$ cat src/rtl/rv_core_pkg.sv
// Shared RV32 core definitions: fetch FSM states and IALIGN-derived PC constants.
package rv_core_pkg;

  typedef enum logic [1:0] {
    ST_BOOT   = 2'd0,
    ST_FETCH  = 2'd1,
    ST_HALTED = 2'd2
  } fetch_state_e;

  localparam logic [31:0] RESET_VECTOR_DEFAULT = 32'h0000_0000;

  localparam int unsigned INC_IALIGN32  = 4;
  localparam int unsigned INC_IALIGN16  = 2;
  localparam int unsigned MASK_IALIGN32 = 3;
  localparam int unsigned MASK_IALIGN16 = 1;

  function automatic int unsigned pc_inc(input int unsigned ialign);
    return (ialign == 16) ? INC_IALIGN16 : INC_IALIGN32;
  endfunction

  function automatic int unsigned align_mask(input int unsigned ialign);
    return (ialign == 16) ? MASK_IALIGN16 : MASK_IALIGN32;
  endfunction

endpackage

$ cat src/rtl/rv_fetch_pc_if.sv
// Instruction-memory fetch request channel (valid/ready with address).
interface rv_fetch_pc_if #(
  parameter int unsigned XLEN = 32
);
  logic            imem_req_valid;
  logic            imem_req_ready;
  logic [XLEN-1:0] imem_req_addr;

  modport master (
    output imem_req_valid,
    output imem_req_addr,
    input  imem_req_ready
  );

  modport slave (
    input  imem_req_valid,
    input  imem_req_addr,
    output imem_req_ready
  );
endinterface

$ cat src/rtl/rv_pc_redirect_buf.sv
// Pending fetch-target register for redirects/traps that arrive while a request is stalled.
module rv_pc_redirect_buf #(
  parameter int unsigned XLEN = 32
) (
  input  logic            clk,
  input  logic            reset_n,
  input  logic            clear,
  input  logic            load_trap,
  input  logic [XLEN-1:0] trap_addr,
  input  logic            load_redir,
  input  logic [XLEN-1:0] redir_addr,
  output logic            pend_valid,
  output logic            pend_is_trap,
  output logic [XLEN-1:0] pend_addr
);

  logic            valid_q;
  logic            is_trap_q;
  logic [XLEN-1:0] addr_q;

  // A buffered trap must survive later redirects until the stalled request is accepted.
  always_ff @(posedge clk or negedge reset_n) begin
    if (!reset_n) begin
      valid_q   <= 1'b0;
      is_trap_q <= 1'b0;
      addr_q    <= '0;
    end else if (clear) begin
      valid_q   <= 1'b0;
      is_trap_q <= 1'b0;
    end else if (load_trap) begin
      valid_q   <= 1'b1;
      is_trap_q <= 1'b1;
      addr_q    <= trap_addr;
    end else if (load_redir && !is_trap_q) begin
      valid_q   <= 1'b1;
      addr_q    <= redir_addr;
    end
  end

  assign pend_valid   = valid_q;
  assign pend_is_trap = is_trap_q;
  assign pend_addr    = addr_q;

endmodule

$ cat src/rtl/rv_fetch_pc.sv
// RV32 program counter and fetch-request unit: holds the PC, selects next-PC
// (sequential, redirect, trap, buffered target) and drives the imem request channel.
//
//   state     | meaning
//   ----------+-----------------------------------------------------------
//   ST_BOOT   | one cycle after reset release, no request issued
//   ST_FETCH  | issuing requests (valid registers high one cycle after entry)
//   ST_HALTED | halt asserted, no request issued; PC still takes trap/redirect
module rv_fetch_pc
  import rv_core_pkg::*;
#(
  parameter int unsigned     XLEN         = 32,
  parameter logic [XLEN-1:0] RESET_VECTOR = XLEN'(RESET_VECTOR_DEFAULT),
  parameter int unsigned     IALIGN       = 32
) (
  input  logic            clk,
  input  logic            reset_n,
  rv_fetch_pc_if.master   imem,
  input  logic            redirect_valid,
  input  logic            redirect_sel,
  input  logic [XLEN-1:0] alu_imm_pc_next,
  input  logic [XLEN-1:0] imm_offset,
  input  logic            trap_valid,
  input  logic [XLEN-1:0] trap_vector,
  input  logic            halt,
  output logic [XLEN-1:0] pc_value,
  output logic [XLEN-1:0] pc_alu,
  output logic [XLEN-1:0] pc_plus,
  output logic            misaligned
);

  localparam logic [XLEN-1:0] INC  = XLEN'(pc_inc(IALIGN));
  localparam logic [XLEN-1:0] MASK = XLEN'(align_mask(IALIGN));

  fetch_state_e    state_q, state_d;
  logic [XLEN-1:0] pc_q, pc_d;
  logic            valid_q, valid_d;
  logic            misaligned_q;

  logic            accept;
  logic            direct_upd;
  logic            stalled;
  logic [XLEN-1:0] redir_target;
  logic [XLEN-1:0] trap_target;
  logic            redir_misaligned;
  logic            redir_ok;
  logic            load_trap;
  logic            load_redir;
  logic            pend_valid;
  logic            pend_is_trap;
  logic [XLEN-1:0] pend_addr;

  assign pc_alu           = pc_q + imm_offset;
  assign pc_plus          = pc_q + INC;
  assign redir_target     = redirect_sel ? pc_alu : alu_imm_pc_next;
  assign redir_misaligned = (redir_target & MASK) != '0;
  assign redir_ok         = redirect_valid && !redir_misaligned;
  assign trap_target      = trap_vector & ~MASK;

  assign accept     = valid_q && imem.imem_req_ready;
  assign stalled    = valid_q && !imem.imem_req_ready;
  assign direct_upd = !valid_q;
  assign load_trap  = stalled && trap_valid;
  assign load_redir = stalled && redir_ok;

  rv_pc_redirect_buf #(
    .XLEN (XLEN)
  ) u_redirect_buf (
    .clk          (clk),
    .reset_n      (reset_n),
    .clear        (accept),
    .load_trap    (load_trap),
    .trap_addr    (trap_target),
    .load_redir   (load_redir),
    .redir_addr   (redir_target),
    .pend_valid   (pend_valid),
    .pend_is_trap (pend_is_trap),
    .pend_addr    (pend_addr)
  );

  always_comb begin
    state_d = state_q;
    unique case (state_q)
      ST_BOOT:   state_d = halt ? ST_HALTED : ST_FETCH;
      ST_FETCH:  if (halt && (accept || !valid_q)) state_d = ST_HALTED;
      ST_HALTED: if (!halt) state_d = ST_FETCH;
      default:   state_d = ST_BOOT;
    endcase
    valid_d = (state_q == ST_FETCH) && (state_d == ST_FETCH);
  end

  // A pending trap outranks a live redirect so a redirect can never cancel a taken trap.
  always_comb begin
    pc_d = pc_q;
    if (accept || direct_upd) begin
      if (trap_valid)
        pc_d = trap_target;
      else if (accept && pend_valid && pend_is_trap)
        pc_d = pend_addr;
      else if (redir_ok)
        pc_d = redir_target;
      else if (accept && pend_valid)
        pc_d = pend_addr;
      else if (accept)
        pc_d = pc_plus;
    end
  end

  always_ff @(posedge clk or negedge reset_n) begin
    if (!reset_n) begin
      state_q      <= ST_BOOT;
      pc_q         <= RESET_VECTOR;
      valid_q      <= 1'b0;
      misaligned_q <= 1'b0;
    end else begin
      state_q      <= state_d;
      pc_q         <= pc_d;
      valid_q      <= valid_d;
      misaligned_q <= redirect_valid && redir_misaligned;
    end
  end

  assign imem.imem_req_valid = valid_q;
  assign imem.imem_req_addr  = pc_q;
  assign pc_value            = pc_q;
  assign misaligned          = misaligned_q;

endmodule

$ cat src/flat_wrapper.sv
// flat-port wrapper written by rule: the top's interface ports become plain ports
module rv_fetch_pc_flat import rv_core_pkg::*;
#(
  parameter int unsigned     XLEN         = 32,
  parameter logic [XLEN-1:0] RESET_VECTOR = XLEN'(RESET_VECTOR_DEFAULT),
  parameter int unsigned     IALIGN       = 32
)
  (clk, reset_n, redirect_valid, redirect_sel, alu_imm_pc_next, imm_offset, trap_valid, trap_vector, halt, pc_value, pc_alu, pc_plus, misaligned, imem_imem_req_valid, imem_imem_req_addr, imem_imem_req_ready);
  rv_fetch_pc_if #(.XLEN(XLEN)) imem_i ();
  input  logic clk;
  input  logic reset_n;
  input  logic redirect_valid;
  input  logic redirect_sel;
  input  logic [XLEN-1:0] alu_imm_pc_next;
  input  logic [XLEN-1:0] imm_offset;
  input  logic trap_valid;
  input  logic [XLEN-1:0] trap_vector;
  input  logic halt;
  output logic [XLEN-1:0] pc_value;
  output logic [XLEN-1:0] pc_alu;
  output logic [XLEN-1:0] pc_plus;
  output logic misaligned;
  output wire logic [$bits(imem_i.imem_req_valid)-1:0] imem_imem_req_valid;
  output wire logic [$bits(imem_i.imem_req_addr)-1:0] imem_imem_req_addr;
  input wire logic [$bits(imem_i.imem_req_ready)-1:0] imem_imem_req_ready;
  assign imem_imem_req_valid = imem_i.imem_req_valid;
  assign imem_imem_req_addr = imem_i.imem_req_addr;
  assign imem_i.imem_req_ready = imem_imem_req_ready;
  rv_fetch_pc #(.XLEN(XLEN), .RESET_VECTOR(RESET_VECTOR), .IALIGN(IALIGN)) u_core (.clk(clk), .reset_n(reset_n), .imem(imem_i), .redirect_valid(redirect_valid), .redirect_sel(redirect_sel), .alu_imm_pc_next(alu_imm_pc_next), .imm_offset(imm_offset), .trap_valid(trap_valid), .trap_vector(trap_vector), .halt(halt), .pc_value(pc_value), .pc_alu(pc_alu), .pc_plus(pc_plus), .misaligned(misaligned));
endmodule
$ cat config.mk
export PLATFORM = sky130hd
export DESIGN_NAME = rv_fetch_pc_flat
export DESIGN_NICKNAME = d
export VERILOG_FILES = /design/src/rtl/rv_core_pkg.sv /design/src/rtl/rv_fetch_pc_if.sv /design/src/rtl/rv_pc_redirect_buf.sv /design/src/rtl/rv_fetch_pc.sv /design/src/flat_wrapper.sv
export SDC_FILE = /design/constraint.sdc
export NUM_CORES = 1
export LEC_CHECK = 0
export CAP_MARGIN = 10
export CORE_MARGIN = 4
export CORE_UTILIZATION = 30
export DETAILED_ROUTE_END_ITERATION = 12
export DONT_BUFFER_PORTS = 1
export MAX_ROUTING_LAYER = met4
export RECOVER_POWER = 25
export SYNTH_ARGS = -nofsm -noshare
export SYNTH_HDL_FRONTEND = slang
export SYNTH_SLANG_ARGS = --single-unit
$ cat constraint.sdc
create_clock -name clk -period 4.7 [get_ports clk]
set_clock_uncertainty 0.15 [all_clocks]
set_input_delay 0.47 -clock clk [delete_from_list [all_inputs] [get_ports clk]]
set_output_delay 0.47 -clock clk [all_outputs]
set_load 0.02 [all_outputs]
# [Word level (Yosys, flattened, before mapping)]
# Cells that the tools add are included.
[totals] word_cells=54 regBits=70 in_bits=103 out_inout_bits=130
[classes] reduce_logical=24 bitwise_logic=1 muxes=17 addsub=2 eq_ne=3
[op_table] operator="$mux 32" n=8
[op_table] operator="$add 32x3->32 const B" n=1
[op_table] operator="$add 32x32->32" n=1
[op_table] operator="$reduce_bool 32->1" n=1
[op_table] operator="$logic_and 1x1->1" n=11
[op_table] operator="$mux 2" n=3
[op_table] operator="$pmux 2 s3" n=1
[op_table] operator="$mux 1" n=5
[op_table] operator="$reduce_bool 5->1" n=1
[op_table] operator="$eq 2x1->1 const B" n=2
[op_table] operator="$logic_not 1->1" n=4
[op_table] operator="$reduce_and 2->1" n=2
[op_table] operator="$reduce_bool 2->1" n=2
[op_table] operator="$reduce_bool 3->1" n=1
[op_table] operator="$eq 2x2->1 const B" n=1
[op_table] operator="$logic_not 2->1" n=1
[op_table] operator="$logic_or 1x1->1" n=1
[op_table] operator="$not 1->1" n=1

# [Longest topological paths before layout]
[logic_depth] ltp_word=10 depth_mapped=13 mapped_depth_nobuf=11

# [Hierarchy]
# A second synthesis with hierarchy kept.
[unflattened] hier_cells=768 hier_area_um2=6734.0
[modules_own_cells] mod="rv_fetch_pc" cells_per_inst=656 area_per_inst_um2=5002.3 seq_area_each_um2=900.9 instances=1
[modules_own_cells] mod="rv_pc_redirect_buf" cells_per_inst=112 area_per_inst_um2=1731.7 seq_area_each_um2=850.8 instances=1

# [Worst setup path before layout]
# Ideal clock, no wire load.
[synth_timing] path_type="register -> output" from="register u_core.pc_q[0], in the netlist u_core.imem.imem_req_addr[0]" to="output pc_alu[12]" required_time_ns=4.080 t_arrival_ns=2.635 slack_ns=1.445 n_path_buf=0 stages_incl_launch_ff=11 path_cell_list="dfrtp_1 > ha_1 > inv_1 > fa_1 > nand2b_1 > a21oi_1 > o2111ai_1 > a21boi_0 > o21a_1 > nor2_1 > xnor2_1"
[synth_between] elab_chain_len=1
[synth_lines] item="from (decl)" line_no="rv_fetch_pc.sv:36" text="logic [XLEN-1:0] pc_q, pc_d;"
[synth_lines] item="from (signal assigned)" line_no="rv_fetch_pc.sv:117" text="pc_q <= pc_d;"
[synth_lines] item="$add 32x32->32" line_no="rv_fetch_pc.sv:53" text="assign pc_alu = pc_q + imm_offset;"
[synth_lines] item="to (decl)" line_no="flat_wrapper.sv:20" text="output logic [XLEN-1:0] pc_alu;"
# No other way between the ends.

# [Worst setup path after layout]
[layout_timing] from="register u_core.pc_q[1], in the netlist u_core.imem.imem_req_addr[1]" to="output pc_alu[31]"
# The elaborated chain is that of the path after synthesis.

==> flow_results.org <==
** Logic synthesis
- Average footprint of a synthesized cell :: around 7.7 sq um
- Measured against the total synthesized area, the mux share comes to under 10%.
- Share of the synthesized area in the top cell type :: between 20% and 30%
- Sorting the synthesized cells by area gives the leading types as sky130_fd_sc_hd__dfrtp_1 (25%), sky130_fd_sc_hd__ha_1 (5.8%), sky130_fd_sc_hd__xnor2_1 (5.4%).
- Post-synthesis instance total :: 895
- The synthesized netlist devotes around 21% of its cell area to simple gates.
- Post-Synthesis Cell Area :: 6920 sq um
- Synthesis warning total :: 0
- The synthesized design spends more area on one cell type than any other, namely sky130_fd_sc_hd__dfrtp_1.
- Fraction of synthesized cell area in xor and xnor cells :: under 10%
- Summing the areas of all compound-gate instances in the mapped netlist gives 30.3% of the synthesized area.
- Counting flops and latches in the post-synthesis netlist gives 70.
- In this run, distinct cell masters in the synthesized netlist total 75.
- The number of nets handed over by synthesis was roughly 1.0k.
- Summing the areas of all fa, ha and maj instances in the mapped netlist gives under 10% of the synthesized area.
- Dominant combinational cell family by area after synthesis :: compound AO/OA/AOI/OAI gates
- Proportion of synthesized flip-flops having asynchronous set or reset :: 100%
- Sequential share of the synthesized area :: around a quarter
- The most used flip-flop cell after synthesis is sky130_fd_sc_hd__dfrtp_1.
- EDFF count, synth :: 0

** CTS
- The number of gates resized after CTS was 0.
- Skew-Pair Late Insertion Delay :: around 0.35 ns
- After clock tree synthesis, the clock-pin slew on the worst setup and hold paths is about 0.060 ns.
- In this run the post-CTS setup repair buffer count came out at 0.
- Clock tree synthesis selected as its root buffer the cell sky130_fd_sc_hd__clkbuf_16.
- The clock net in this run drives a total of 70 sinks.
- Clock tree from TritonCTS :: yes
- CTS Buf Count :: 9
- Counting along the longest clock path gives a buffer depth of 2.
- CTS HTree Levels :: 3

** Pwr
- Power spread over the standard cell area amounts to ~520 nW/um^2.
- Power share of the combinational group :: between 50% and 60%
- Across the VDD grid, the largest voltage drop is 176 uV.
- Per report_power, the sequential group accounts for around a quarter of the total.
- Total power for the finished layout comes to between 0.003 and 0.004 W.
- Of the total power, the clock network draws approximately 22%.
- In this run the static leakage power is 3.00 nW.
- In this run switching power makes up around half of total power.
- The analysis attributes to net switching a power of roughly 0.0020 W.
- The internal portion of the total power is ~0.002 W.

** Timing
- Number of max-slew violations in the final report :: 71
- After layout, the minimum clock period comes to roughly 4.4 ns.
- RSZ-0062 raised after global routing :: false
- The count of final hold-check violations came to 0.
- In the final timing run, aggregate negative setup slack is 0 ns.
- Setup violations, final :: 0
- The worst pin sits at a relative slew slack of -31.4%.
- Static timing analysis puts the maximum clock frequency at between 200 and 250 MHz.
- Dividing the final minimum period by the clock period gives a little over nine tenths.
- Once routing completed, OpenROAD measured the worst setup slack at ~0.28 ns.
- Worst-Margin Slew :: between 1.5 and 2 ns

** GRT
- Wire length of the first global-routing pass :: approximately 44 mm
- All-layer global routing usage :: 22.7%
- Entering global routing, the biggest net connects just over 70 pins.
- Antenna violations before repair :: 1
- Global routing finished with a remaining overflow of 0.
- The via count of the first global-routing pass is 6745.

** Floorplan
- Overall die height :: roughly 160 microns
- Number of standard-cell rows in the floorplan :: 55
- The die covers 25500 sq um.
- Count of boundary I/O pins :: 233
- The die is between 150 and 200 microns wide.
- Once the floorplan was initialized, standard cells occupied between 30% and 40% of the core.
- Area of the placeable core :: 22600 sq um

** Job
- Max-cap violations :: 1

** Setup path
- For the worst setup path, the data required time is approximately 4 ns.
- Worst path arrival time :: between 3 and 4 ns
- Kind of end point of the critical path :: output pin
- Along the worst path, the maximum fanout reaches 6.
- Startpoint type of the worst setup path :: register
- The critical path is of the register to output pin type.

** Placed design
- HPWL Detailed :: 22.4 mm
- Timing analysis after detailed placement gives a worst setup slack of roughly 0.57 ns.
- PortBufs :: 0
- In this run the cell area measured after placement is between 7000 and 8000 sq um.
- The congestion estimate from routability-driven global placement came to between 0.9 and 1.

** Outcome
- Outcome :: finished, violations left
- The checks that failed: max-capacitance violations, max-slew violations.

** Final layout
- Fraction of final layout cells with drive strength greater than 1 :: 10.2%
- Once layout is done, the placed cells without fillers occupy approximately 7500 sq um.
- Utilization after layout :: ~33%
- Layout Area Growth over Synthesis :: 8.95%
- In the final design database the tool counted ~1k nets.

** Routing
- Total via count after detailed routing :: 7084
- For this block, the routed nets add up to approximately 30 mm of wire.
- Count of nets left with antenna violations after detail routing :: 0
- In the routed layout, each cell is associated on average with a via count of slightly above 6.
- 1st-iter DRT viols :: 696
- In the final routed layout, each cell accounts on average for 25.6 microns.
- Number of iterations in the first detailed-routing pass :: 5
- Remaining design rule violation count :: 0

** Worst hold path
- Class of the worst hold path :: input pin to register
## cells in the mapped netlist, types with 7 or more instances
| cell type | n |
|---|---|
| sky130_fd_sc_hd__o211ai_1 | 15 |
| sky130_fd_sc_hd__nand3_1 | 24 |
| sky130_fd_sc_hd__xor2_1 | 15 |
| sky130_fd_sc_hd__a31oi_1 | 17 |
| sky130_fd_sc_hd__buf_2 | 17 |
| sky130_fd_sc_hd__a211oi_1 | 17 |
| sky130_fd_sc_hd__a21oi_1 | 68 |
| sky130_fd_sc_hd__o21ai_1 | 9 |
| sky130_fd_sc_hd__nor3_1 | 17 |
| sky130_fd_sc_hd__nor2_1 | 88 |
| sky130_fd_sc_hd__inv_1 | 17 |
| sky130_fd_sc_hd__a21o_1 | 13 |
| sky130_fd_sc_hd__o22ai_1 | 19 |
| sky130_fd_sc_hd__o21ai_0 | 66 |
| sky130_fd_sc_hd__nor2b_1 | 12 |
| sky130_fd_sc_hd__dfrtp_1 | 70 |
| sky130_fd_sc_hd__clkbuf_1 | 32 |
| sky130_fd_sc_hd__nand2b_1 | 13 |
| sky130_fd_sc_hd__o31ai_1 | 10 |
| sky130_fd_sc_hd__a221oi_1 | 10 |
| sky130_fd_sc_hd__or3_1 | 7 |
| sky130_fd_sc_hd__mux2i_1 | 11 |
| sky130_fd_sc_hd__o21a_1 | 7 |
| sky130_fd_sc_hd__nand2_1 | 89 |
| sky130_fd_sc_hd__nand4_1 | 16 |
| sky130_fd_sc_hd__and3_1 | 17 |
| sky130_fd_sc_hd__buf_4 | 34 |
| sky130_fd_sc_hd__ha_1 | 32 |
| sky130_fd_sc_hd__xnor2_1 | 43 |
## through the flow
stage	std cells	hold WS, ns
2_1_floorplan	895	0.0244
3_3_place_gp	1139	0.0286
3_5_place_dp	1139	0.0282
4_1_cts	1157	0.0469
5_1_grt	1158	0.0482
6_report	1158	0.0606
## cell families (layout without fill, tap and decap cells)
logic type | count (synthesis) | in the layout
flip-flops | 70 | 70
AND/OR/NAND/NOR | 301 | 301
adder cells (fa/ha/maj) | 33 | 33
other | 0 | 1
XOR/XNOR | 58 | 58
AO/OA/AOI/OAI | 312 | 312
buffers and inverters | 105 | 82
multiplexers | 16 | 16
## layout make-up
| type | instances | area (sq um) |
|---|---|---|
| antenna | 1 | 2.50 |
| tap | 285 | 357 |
| sequential | 70 | 1750 |
| clock inverter | 5 | 105 |
| clock buffer | 11 | 253 |
| inverter | 18 | 67.6 |
| multi-input combinational | 720 | 4640 |
| timing repair buffer | 48 | 360 |
| fill | 2407 | 15100 |
## sequential cells by signal, summed over array words and instances, names as in the netlist
| signal | cells |
|---|---|
| u_core.u_redirect_buf.pend_valid | 1 |
| u_core.misaligned | 1 |
| u_core.u_redirect_buf.pend_addr | 32 |
| u_core.imem.imem_req_valid | 1 |
| u_core.imem.imem_req_addr | 32 |
| u_core.u_redirect_buf.pend_is_trap | 1 |
| u_core.state_q | 2 |
## per-layer routing
layer  wire (microns)  vias to the layer above  GRT usage [%]
met1            11900                     3398           28.4
met3             3640                       66           8.46
met2            13200                      390           34.4
met4              926                        0           6.61
met5                0                        -              -
li1                 -                     3230              -
## power groups by stage
stage / Sequential (W) / Combinational [W] / Clock [W]
after global placement: 0.000937 / 0.00208 / 0
after CTS: 0.000931 / 0.00213 / 0.000852
after detailed placement: 0.000941 / 0.00210 / 0
after global routing: 0.000952 / 0.00230 / 0.000875
after floorplan: 0.000988 / 0.00159 / 0
final: 0.000934 / 0.00213 / 0.000838
## final timing paths
check                                        startpoint                               end  slack, ns  depth (start not counted)
max                        u_core.imem.imem_req_addr[1]                        pc_alu[31]       0.28                          8
min                                 imem_imem_req_ready  u_core.u_redirect_buf.pend_valid       0.06                          1
max reg2reg                u_core.imem.imem_req_addr[0]     u_core.imem.imem_req_addr[23]       0.47                         11
min reg2reg                           u_core.state_q[0]                 u_core.state_q[0]       0.32                          1
max in group asynchronous                       reset_n      u_core.imem.imem_req_addr[7]       2.12                          2
min in group asynchronous                       reset_n     u_core.imem.imem_req_addr[25]       1.06                          2
## critical path, stage by stage, from the launching register on
cell	delay [ns]
sky130_fd_sc_hd__dfrtp_1	0.77
sky130_fd_sc_hd__ha_1	0.36
sky130_fd_sc_hd__a211oi_1	0.27
sky130_fd_sc_hd__o21bai_1	0.22
sky130_fd_sc_hd__o211ai_2	0.34
sky130_fd_sc_hd__o2111ai_1	0.32
sky130_fd_sc_hd__a2111oi_2	0.51
sky130_fd_sc_hd__a211oi_2	0.15
sky130_fd_sc_hd__xnor2_1	0.51
## placed cells by master, fill, tap and decap left out, types with 5 or more instances in the layout
| cell type | count |
|---|---|
| sky130_fd_sc_hd__a22oi_1 | 5 |
| sky130_fd_sc_hd__a221oi_1 | 10 |
| sky130_fd_sc_hd__clkbuf_16 | 9 |
| sky130_fd_sc_hd__nor2_1 | 88 |
| sky130_fd_sc_hd__o211ai_1 | 15 |
| sky130_fd_sc_hd__and3_1 | 17 |
| sky130_fd_sc_hd__o21a_1 | 7 |
| sky130_fd_sc_hd__o21ai_1 | 8 |
| sky130_fd_sc_hd__buf_4 | 46 |
| sky130_fd_sc_hd__nor2b_1 | 12 |
| sky130_fd_sc_hd__a21oi_1 | 68 |
| sky130_fd_sc_hd__mux2i_1 | 11 |
| sky130_fd_sc_hd__inv_1 | 17 |
| sky130_fd_sc_hd__a31oi_1 | 17 |
| sky130_fd_sc_hd__xor2_1 | 15 |
| sky130_fd_sc_hd__a21o_1 | 13 |
| sky130_fd_sc_hd__nand2b_1 | 13 |
| sky130_fd_sc_hd__dfrtp_1 | 70 |
| sky130_fd_sc_hd__nor3_1 | 17 |
| sky130_fd_sc_hd__nand4_1 | 16 |
| sky130_fd_sc_hd__a211oi_1 | 17 |
| sky130_fd_sc_hd__o22ai_1 | 19 |
| sky130_fd_sc_hd__ha_1 | 32 |
| sky130_fd_sc_hd__xnor2_1 | 43 |
| sky130_fd_sc_hd__o2111ai_1 | 5 |
| sky130_fd_sc_hd__nand3_1 | 24 |
| sky130_fd_sc_hd__o21ai_0 | 66 |
| sky130_fd_sc_hd__o31ai_1 | 9 |
| sky130_fd_sc_hd__and2_1 | 5 |
| sky130_fd_sc_hd__or3_1 | 7 |
| sky130_fd_sc_hd__nand2_1 | 89 |
## repair_timing
| action | in CTS | in global routing |
|---|---|---|
| endpoints found under the hold margin | 70 | 0 |
| setup endpoints to repair | 0 | 0 |
| hold buffers | 2 | 0 |
Power figures use the tool's default switching activity.
